<file path="config.mk">
export PLATFORM = sky130hd
export DESIGN_NAME = sr_pulse_driver_flat
export DESIGN_NICKNAME = d
export VERILOG_FILES = /design/src/rtl/sr_pkg.sv /design/src/rtl/sr_pulse_driver_if.sv /design/src/rtl/sr_debounce.sv /design/src/rtl/sr_pulse_driver.sv /design/src/flat_wrapper.sv
export SDC_FILE = /design/constraint.sdc
export NUM_CORES = 1
export LEC_CHECK = 0
export CORE_MARGIN = 1.5
export CORE_UTILIZATION = 30
export DETAILED_ROUTE_END_ITERATION = 10
export GPL_ROUTABILITY_DRIVEN = 1
export GPL_TIMING_DRIVEN = 0
export MAX_ROUTING_LAYER = met4
export SYNTH_ARGS = -nofsm -noshare
export SYNTH_HDL_FRONTEND = slang
export SYNTH_HIERARCHICAL = 1
export SYNTH_SLANG_ARGS = --single-unit
export TNS_END_PERCENT = 20
</file>
<file path="constraint.sdc">
create_clock -name clk -period 2.4 [get_ports clk]
set_input_delay 0.36 -clock clk [delete_from_list [all_inputs] [get_ports clk]]
set_output_delay 0.36 -clock clk [all_outputs]
set_load 0.02 [all_outputs]
</file>
<file path="src/rtl/sr_pkg.sv">
// Shared types and helpers for the SR latch pulse driver: FSM state codes,
// command encoding and the pending-command record.
package sr_pkg;

    localparam logic [1:0] ST_IDLE    = 2'd0;
    localparam logic [1:0] ST_PULSE_S = 2'd1;
    localparam logic [1:0] ST_PULSE_R = 2'd2;
    localparam logic [1:0] ST_GAP     = 2'd3;

    typedef logic [1:0] state_t;

    typedef enum logic {
        CMD_SET = 1'b0,
        CMD_RST = 1'b1
    } cmd_e;

    typedef struct packed {
        logic v;
        cmd_e cmd;
    } pend_t;

    // Width able to hold 0..n-1 with one bit of headroom; never below 1.
    function automatic int cnt_w(input int n);
        return $clog2(n) + 1;
    endfunction

    function automatic state_t cmd2state(input cmd_e c);
        return (c == CMD_SET) ? ST_PULSE_S : ST_PULSE_R;
    endfunction

endpackage

</file>
<file path="src/rtl/sr_pulse_driver_if.sv">
// Button inputs and latch-side outputs of the pulse driver, bundled so the
// driver and its environment share one connection.
interface sr_pulse_driver_if;

    logic set_btn;
    logic reset_btn;
    logic S;
    logic R;
    logic busy;
    logic conflict;

    modport master (
        output set_btn,
        output reset_btn,
        input  S,
        input  R,
        input  busy,
        input  conflict
    );

    modport slave (
        input  set_btn,
        input  reset_btn,
        output S,
        output R,
        output busy,
        output conflict
    );

endinterface

</file>
<file path="src/rtl/sr_debounce.sv">
// One button channel: two-flop synchroniser, stability counter, debounced
// level and a single-cycle request on each debounced rising edge.
module sr_debounce
    import sr_pkg::*;
#(
    parameter int DEB_CYCLES = 4
) (
    input  logic clk,
    input  logic rst,
    input  logic btn_i,
    output logic req_o
);

    localparam int CW = cnt_w(DEB_CYCLES);

    logic          s1_q;
    logic          s2_q;
    logic          deb_q;
    logic          deb_d;
    logic          deb_prev_q;
    logic [CW-1:0] cnt_q;
    logic [CW-1:0] cnt_d;

    // Any sample matching the current level restarts the stability window.
    always_comb begin
        deb_d = deb_q;
        cnt_d = cnt_q;
        if (s2_q == deb_q) begin
            cnt_d = '0;
        end else if (cnt_q == CW'(DEB_CYCLES - 1)) begin
            deb_d = s2_q;
            cnt_d = '0;
        end else begin
            cnt_d = cnt_q + CW'(1);
        end
    end

    always_ff @(posedge clk or posedge rst) begin
        if (rst) begin
            s1_q       <= 1'b0;
            s2_q       <= 1'b0;
            deb_q      <= 1'b0;
            deb_prev_q <= 1'b0;
            cnt_q      <= '0;
        end else begin
            s1_q       <= btn_i;
            s2_q       <= s1_q;
            deb_q      <= deb_d;
            deb_prev_q <= deb_q;
            cnt_q      <= cnt_d;
        end
    end

    assign req_o = deb_q & ~deb_prev_q;

endmodule

</file>
<file path="src/rtl/sr_pulse_driver.sv">
// Turns debounced set/reset button presses into fixed-width, mutually
// exclusive S/R pulses separated by an idle gap, with a one-deep command queue.
module sr_pulse_driver
    import sr_pkg::*;
#(
    parameter int DEB_CYCLES   = 4,
    parameter int PULSE_CYCLES = 2,
    parameter int GAP_CYCLES   = 1
) (
    input  logic               clk,
    input  logic               rst,
    sr_pulse_driver_if.slave   bus
);

    localparam int PG_MAX = (PULSE_CYCLES > GAP_CYCLES) ? PULSE_CYCLES : GAP_CYCLES;
    localparam int CW     = cnt_w(PG_MAX);

    logic          set_req;
    logic          rst_req;
    logic          both_req;
    logic          one_req;
    cmd_e          req_cmd;

    state_t        state_q;
    state_t        state_d;
    logic [CW-1:0] cnt_q;
    logic [CW-1:0] cnt_d;
    pend_t         pend_q;
    pend_t         pend_d;

    logic          s_q;
    logic          r_q;
    logic          busy_q;
    logic          conflict_q;

    sr_debounce #(.DEB_CYCLES(DEB_CYCLES)) u_deb_set (
        .clk   (clk),
        .rst   (rst),
        .btn_i (bus.set_btn),
        .req_o (set_req)
    );

    sr_debounce #(.DEB_CYCLES(DEB_CYCLES)) u_deb_rst (
        .clk   (clk),
        .rst   (rst),
        .btn_i (bus.reset_btn),
        .req_o (rst_req)
    );

    // Coincident requests cancel each other; only a lone request is a command.
    assign both_req = set_req & rst_req;
    assign one_req  = set_req ^ rst_req;
    assign req_cmd  = set_req ? CMD_SET : CMD_RST;

    always_comb begin
        state_d = state_q;
        cnt_d   = cnt_q;
        pend_d  = pend_q;
        case (state_q)
            ST_IDLE: begin
                if (one_req) begin
                    state_d = cmd2state(req_cmd);
                    cnt_d   = '0;
                end
            end
            ST_PULSE_S, ST_PULSE_R: begin
                if (one_req) begin
                    pend_d = '{v: 1'b1, cmd: req_cmd};
                end
                if (cnt_q == CW'(PULSE_CYCLES - 1)) begin
                    state_d = ST_GAP;
                    cnt_d   = '0;
                end else begin
                    cnt_d = cnt_q + CW'(1);
                end
            end
            ST_GAP: begin
                if (one_req) begin
                    pend_d = '{v: 1'b1, cmd: req_cmd};
                end
                // A request on the final gap cycle lands in pend_d first, so it
                // is the one issued on this edge.
                if (cnt_q == CW'(GAP_CYCLES - 1)) begin
                    cnt_d = '0;
                    if (pend_d.v) begin
                        state_d  = cmd2state(pend_d.cmd);
                        pend_d.v = 1'b0;
                    end else begin
                        state_d = ST_IDLE;
                    end
                end else begin
                    cnt_d = cnt_q + CW'(1);
                end
            end
            default: begin
                state_d = ST_IDLE;
                cnt_d   = '0;
            end
        endcase
    end

    // Outputs are flops loaded from the next state, so they never glitch.
    always_ff @(posedge clk or posedge rst) begin
        if (rst) begin
            state_q    <= ST_IDLE;
            cnt_q      <= '0;
            pend_q     <= '0;
            s_q        <= 1'b0;
            r_q        <= 1'b0;
            busy_q     <= 1'b0;
            conflict_q <= 1'b0;
        end else begin
            state_q    <= state_d;
            cnt_q      <= cnt_d;
            pend_q     <= pend_d;
            s_q        <= (state_d == ST_PULSE_S);
            r_q        <= (state_d == ST_PULSE_R);
            busy_q     <= (state_d != ST_IDLE);
            conflict_q <= both_req;
        end
    end

    assign bus.S        = s_q;
    assign bus.R        = r_q;
    assign bus.busy     = busy_q;
    assign bus.conflict = conflict_q;

    a_no_sr_overlap: assert property (@(posedge clk) disable iff (rst) !(s_q && r_q));

endmodule

</file>
<file path="src/flat_wrapper.sv">
// flat-port wrapper written by rule: the top's interface ports become plain ports
module sr_pulse_driver_flat import sr_pkg::*;
#(
    parameter int DEB_CYCLES   = 4,
    parameter int PULSE_CYCLES = 2,
    parameter int GAP_CYCLES   = 1
)
  (clk, rst, bus_set_btn, bus_reset_btn, bus_S, bus_R, bus_busy, bus_conflict);
  sr_pulse_driver_if bus_i ();
  input  logic clk;
  input  logic rst;
  input wire logic [$bits(bus_i.set_btn)-1:0] bus_set_btn;
  input wire logic [$bits(bus_i.reset_btn)-1:0] bus_reset_btn;
  output wire logic [$bits(bus_i.S)-1:0] bus_S;
  output wire logic [$bits(bus_i.R)-1:0] bus_R;
  output wire logic [$bits(bus_i.busy)-1:0] bus_busy;
  output wire logic [$bits(bus_i.conflict)-1:0] bus_conflict;
  assign bus_i.set_btn = bus_set_btn;
  assign bus_i.reset_btn = bus_reset_btn;
  assign bus_S = bus_i.S;
  assign bus_R = bus_i.R;
  assign bus_busy = bus_i.busy;
  assign bus_conflict = bus_i.conflict;
  sr_pulse_driver #(.DEB_CYCLES(DEB_CYCLES), .PULSE_CYCLES(PULSE_CYCLES), .GAP_CYCLES(GAP_CYCLES)) u_core (.clk(clk), .rst(rst), .bus(bus_i));
endmodule
</file>
== Word level (Yosys, flattened, before mapping) ==
Cells that the tools add are included.

* Flip-flop bits (word level): 24
* Bits of input ports: 4
* Output and inout port bits: 4

* Add/subtract/negate cells: 3
* Eq/ne operators: 11
* Mux-type cells: 20
* Bitwise gates (word level): 8
* Reductions and logical operators: 7

{| class="wikitable"
|+ Operator list
! kind !! number
|-
| $mux W2 || 11
|-
| $mux W3 || 4
|-
| $pmux W2 S3 || 2
|-
| $add A3 B1 Y3 const B || 2
|-
| $eq A2 B1 Y1 const B || 3
|-
| $eq A2 B2 Y1 const B || 3
|-
| $eq A3 B2 Y1 const B || 2
|-
| $logic_not A2 Y1 || 2
|-
| $not A1 Y1 || 4
|-
| $pmux W2 S2 || 1
|-
| $reduce_and A2 Y1 || 2
|-
| $reduce_bool A2 Y1 || 2
|-
| $and A1 B1 Y1 || 3
|-
| $add A2 B1 Y2 const B || 1
|-
| $eq A1 B1 Y1 || 2
|-
| $mux W1 || 2
|-
| $ne A2 B1 Y1 const B || 1
|-
| $reduce_or A2 Y1 || 1
|-
| $xor A1 B1 Y1 || 1
|}

== Longest topological paths before layout ==
* Depth in word-level cells: 10
* Mapped depth: 6
* Depth with buffers taken out: 6

== Cells and area by module ==
The synthesis kept the hierarchy.

{| class="wikitable"
|+ Modules (own cells, without submodules)
! module !! instances !! cells each !! area an instance (um^2) !! sequential area each (um^2)
|-
| sr_pulse_driver || 1 || 53 || 579.3 || 250.2
|-
| sr_debounce || 2 || 16 || 256.5 || 175.2
|}

== Worst setup path before layout ==
Ideal clock, no wire load.

* Path kind: register to register
* Start point: reg u_core.u_deb_set.deb_q
* End point: reg u_core.s_q, in the netlist u_core/bus.S
* Arrival time: 1805 ps
* Required time: 2333 ps
* Path slack: 528 ps
* Stages on the path, launching flop included: 7
* Path buffers: 0
* Period minus slack after synthesis: 1872 ps
* Path through: dfrtp_1 -> nor2b_1 -> ha_1 -> or3b_1 -> a31o_1 -> a32oi_4 -> and2_1

* Word-level cells in the longest chain between the ends: 9
* Elaborated cells between the ends (all ways): 12
* Those cells by class: eq/ne (1); mux (9); bitwise (2)

{| class="wikitable"
|+ RTL lines
! what !! RTL line !! RTL
|-
| start, declared || sr_debounce.sv:18 || <nowiki>logic deb_q;</nowiki>
|-
| start signal, assigned || sr_debounce.sv:42 || <nowiki>deb_q <= 1'b0;</nowiki>
|-
| start signal, assigned || sr_debounce.sv:48 || <nowiki>deb_q <= deb_d;</nowiki>
|-
| $and A1 B1 Y1 * || sr_debounce.sv:54 || <nowiki>assign req_o = deb_q & ~deb_prev_q;</nowiki>
|-
| net u_core.set_req || sr_pulse_driver.sv:18 || <nowiki>logic set_req;</nowiki>
|-
| $mux W1 / $xor A1 B1 Y1 (equally long branches) || sr_pulse_driver.sv:53, sr_pulse_driver.sv:52 ||
|-
| $mux W2 || n/a ||
|-
| $mux W2 || sr_pulse_driver.sv:59 || <nowiki>case (state_q)</nowiki>
|-
| $mux W2 || sr_pkg.sv:28 || <nowiki>return (c == CMD_SET) ? ST_PULSE_S : ST_PULSE_R;</nowiki>
|-
| $mux W2 || sr_pulse_driver.sv:85 || <nowiki>if (pend_d.v) begin</nowiki>
|-
| $mux W2 || sr_pulse_driver.sv:83 || <nowiki>if (cnt_q == CW'(GAP_CYCLES - 1)) begin</nowiki>
|-
| $pmux W2 S3 * || sr_pulse_driver.sv:59 ||
|-
| net u_core.state_d[0] || sr_pulse_driver.sv:25 || <nowiki>state_t state_d;</nowiki>
|-
| $eq A2 B1 Y1 * || sr_pulse_driver.sv:116 || <nowiki>s_q <= (state_d == ST_PULSE_S);</nowiki>
|-
| end signal, assigned || sr_pulse_driver.sv:116 ||
|-
| end, declared || sr_pulse_driver.sv:31 || <nowiki>logic s_q;</nowiki>
|}

The timed path passes the listed nets; every way through them passes the cells marked *. The select of a mux whose other input is x is not followed.
A chain may end at the register's enable or synchronous reset.

== Worst setup path after layout ==
Same ends and word-level chain as after synthesis.

==> impl_metrics.csv <==
group,metric,value,unit
placed_design,post-place-ws,280,ps
final_layout,num-fill-cells,354,
drt,wl,1570,um
die,core,3420,um^2
global_route,grt_pass1_vias,688,
drt,num_vias,623,
final_layout,area_growth,16.5,%
drt,first_iter_violations,10,
die,die-area,4010,um^2
die,chipHeight,63.3,um
timing,skew,6.82,ps
synth,postSynthAreaPerCell,12.9,um^2
timing,tightest_slew,500,ps
synth,yosys_register_bits,24,
clock_tree,numCtsBuffers,3,
die,boundaryPins,8,
global_route,grt_use_total,9.68,%
synth,ys_seq_area_share,55.0,%
clock_tree,cts_num_sinks,24,
final_layout,layout_common_cells,"dfrtp_1 (24), inv_1 (9), ha_1 (9), clkdlybuf4s50_1 (7)",
clock_tree,cts_resized,0,
placed_design,placement.cell_area,1220,um^2
synth,synthCells,85,
drt,drc,0,
final_layout,regArea,601,um^2
setup_path,cp-start-kind,"flip-flop",
setup_path,reg2reg_to,"u_core/bus.S",
final_layout,multi_input_area,458,um^2
timing,timing.fmax,465,MHz
drt,antenna_left,0,
setup_path,cp-end-kind,"flip-flop",
power,p_per_area,1340,nW/um^2
hold_path,hold_path_class,"primary input to async pin",
final_layout,drive_gt1_share,11.5,%
global_route,grt_max_degree,15,
synth,async_reset_ff_share,100,%
clock_tree,post_cts_buffers,0,
timing,setup_ws,250,ps
timing,grt_setup_unrepaired,"false",
synth,synth_edf_count,0,
placed_design,port_buffers,7,
timing,hold_viol_final,0,
timing,period_minus_slack,2150,ps
die,initial_core_util,32.0,%
timing,maxSlewViolCount,0,
timing,setup_viol_count_final,0,
clock_tree,clock_path_buffers,2,
clock_tree,worstSkewPairLatency,310,ps
timing,finalSetupTns,0,ps
job,cap_violations,0,
setup_path,reg2reg_depth,6,
synth,synth_top_cell_by_area,"dfrtp_1",
synth,yosysWarnings,6,
setup_path,crit_type,"flip-flop to flip-flop",
clock_tree,h-tree-depth,1,
synth,synth_cell_types,28,
clock_tree,cts-root-buf,"clkbuf_4",
synth,synth_top_cells_by_area,"dfrtp_1 (55%), ha_1 (10%), a22o_1 (3.2%)",
clock_tree,cts_tree,"done",
final_layout,finalInstanceArea,1270,um^2
setup_path,worstReg2RegStart,"u_core/u_deb_set/deb_q",
drt,wire_per_inst,11.0,um
power,peakVddDrop,649,uV
global_route,antenna_found_initial,0,
synth,synth_top_flop_cell,"dfrtp_1",
clock_tree,clk_pin_slew_worst_paths,130,ps
final_layout,fin_nets,110,
die,die_w,63.3,um
timing,slew_headroom,66.4,%
final_layout,antenna_cells,0,
drt,vias_per_cell,4.39,
placed_design,hpwl,1210,um
die,num_rows,21,
setup_path,cp.arrival,2410,ps
setup_path,cp_data_required_time,2660,ps
clock_tree,hold_buffers,0,
synth,syn_nets,98,
synth,synth_area,1090,um^2
status,outcome,"finished, final reports clean",
setup_path,r2r_setup_slack,250,ps
power,p_leak,0.573,nW
placed_design,place_congestion,0.764,
final_layout,layout.cells.most_common,"dfrtp_1",
timing,period_share,89.6,%
drt,firstDrtPassIters,4,
setup_path,worstPathMaxFanout,8,
synth,synth_top_area_share,55.0,%
global_route,grt_pass1_wl,2930,um
global_route,grt-ovfl-total,0,
-- critical path, cell delays in order (launching register included) --
cell and delay [ps]:
dfrtp_1 420, nor2b_1 330, ha_1 360, or3b_1 410
a31o_1 240, a32oi_4 190, and2_1 160
-- routing by layer --
metal | wire length [um] | share of wire (%) | up-vias | track usage [%]
met3 | 34 | 2.2 | 4 | 1.07
met4 | 26 | 1.7 | 0 | 6.25
li1 | - | - | 314 | -
met2 | 782 | 50 | 8 | 16.4
met1 | 725 | 46 | 297 | 10.8
met5 | 0 | 0 | - | -
-- layout make-up --
type                    count  area share, %
repair buffers              7           5.51
clock inverters             1           2.36
well taps                  46           4.52
flip-flops and latches     24           47.2
multi-input cells          52           36.0
inverters                   9           2.65
clock buffers               3           1.77
-- metrics by stage --
step	util (%)	std cells	hold slack, ps	power (W)
3_3_place_gp	35.7	138	335	0.00140
3_5_place_dp	35.7	138	335	0.00143
5_1_grt	37.3	142	345	0.00185
2_1_floorplan	-	85	163	0.00125
4_1_cts	37.3	142	307	0.00173
6_report	37.3	142	315	0.00170
-- synthesized netlist by cell type (all sizes together) (2+ instances only) --
library cell / number
nor2b: 5
o21ai: 2
nor3: 2
mux2: 2
nand2b: 2
nor3b: 4
a22o: 4
nand2: 2
inv: 9
nor2: 4
o21a: 2
xnor2: 2
dfrtp: 24
ha: 9
-- how the worst max path moves through the flow --
stage                      startpoint      endpoint  slack (ps)  cells after the start
2_1_floorplan  u_core/u_deb_set/deb_q  u_core/bus.S         530                      6
4_1_cts        u_core/u_deb_set/deb_q  u_core/bus.S         250                      6
3_5_place_dp   u_core/u_deb_set/deb_q  u_core/bus.S         280                      6
3_3_place_gp   u_core/u_deb_set/deb_q  u_core/bus.S         320                      6
5_1_grt        u_core/u_deb_set/deb_q  u_core/bus.S         120                      6
6_report       u_core/u_deb_set/deb_q  u_core/bus.S         250                      6
-- logic make-up after synthesis --
family,after synthesis,share of synthesized area (%)
and+or+nand+nor,24,15.5
DFF,24,55.0
AOI/OAI and AO/OA,14,11.6
buffers and inverters,9,3.09
adders and majority gates,9,10.3
muxes,3,2.98
xor gates and xnor gates,2,1.60
-- registers in the layout (all words and copies together) (netlist names), 2 cells and up --
signal and flops:
u_core/u_deb_rst/cnt_q 3, u_core/u_deb_set/cnt_q 3, u_core/cnt_q 2, u_core/pend_q 2, u_core/state_q 2
-- where the power goes --
| group | total [W] | switching [W] | leakage (nW) | internal, W |
|---|---|---|---|---|
| clock network | 0.000283 | 0.000114 | 0.0279 | 0.000169 |
| logic | 0.000796 | 0.000406 | 0.249 | 0.000390 |
| registers | 0.000626 | 0.0000827 | 0.296 | 0.000543 |
| total | 0.00170 | 0.000603 | 0.573 | 0.00110 |
(Power assumes the default switching activity.)
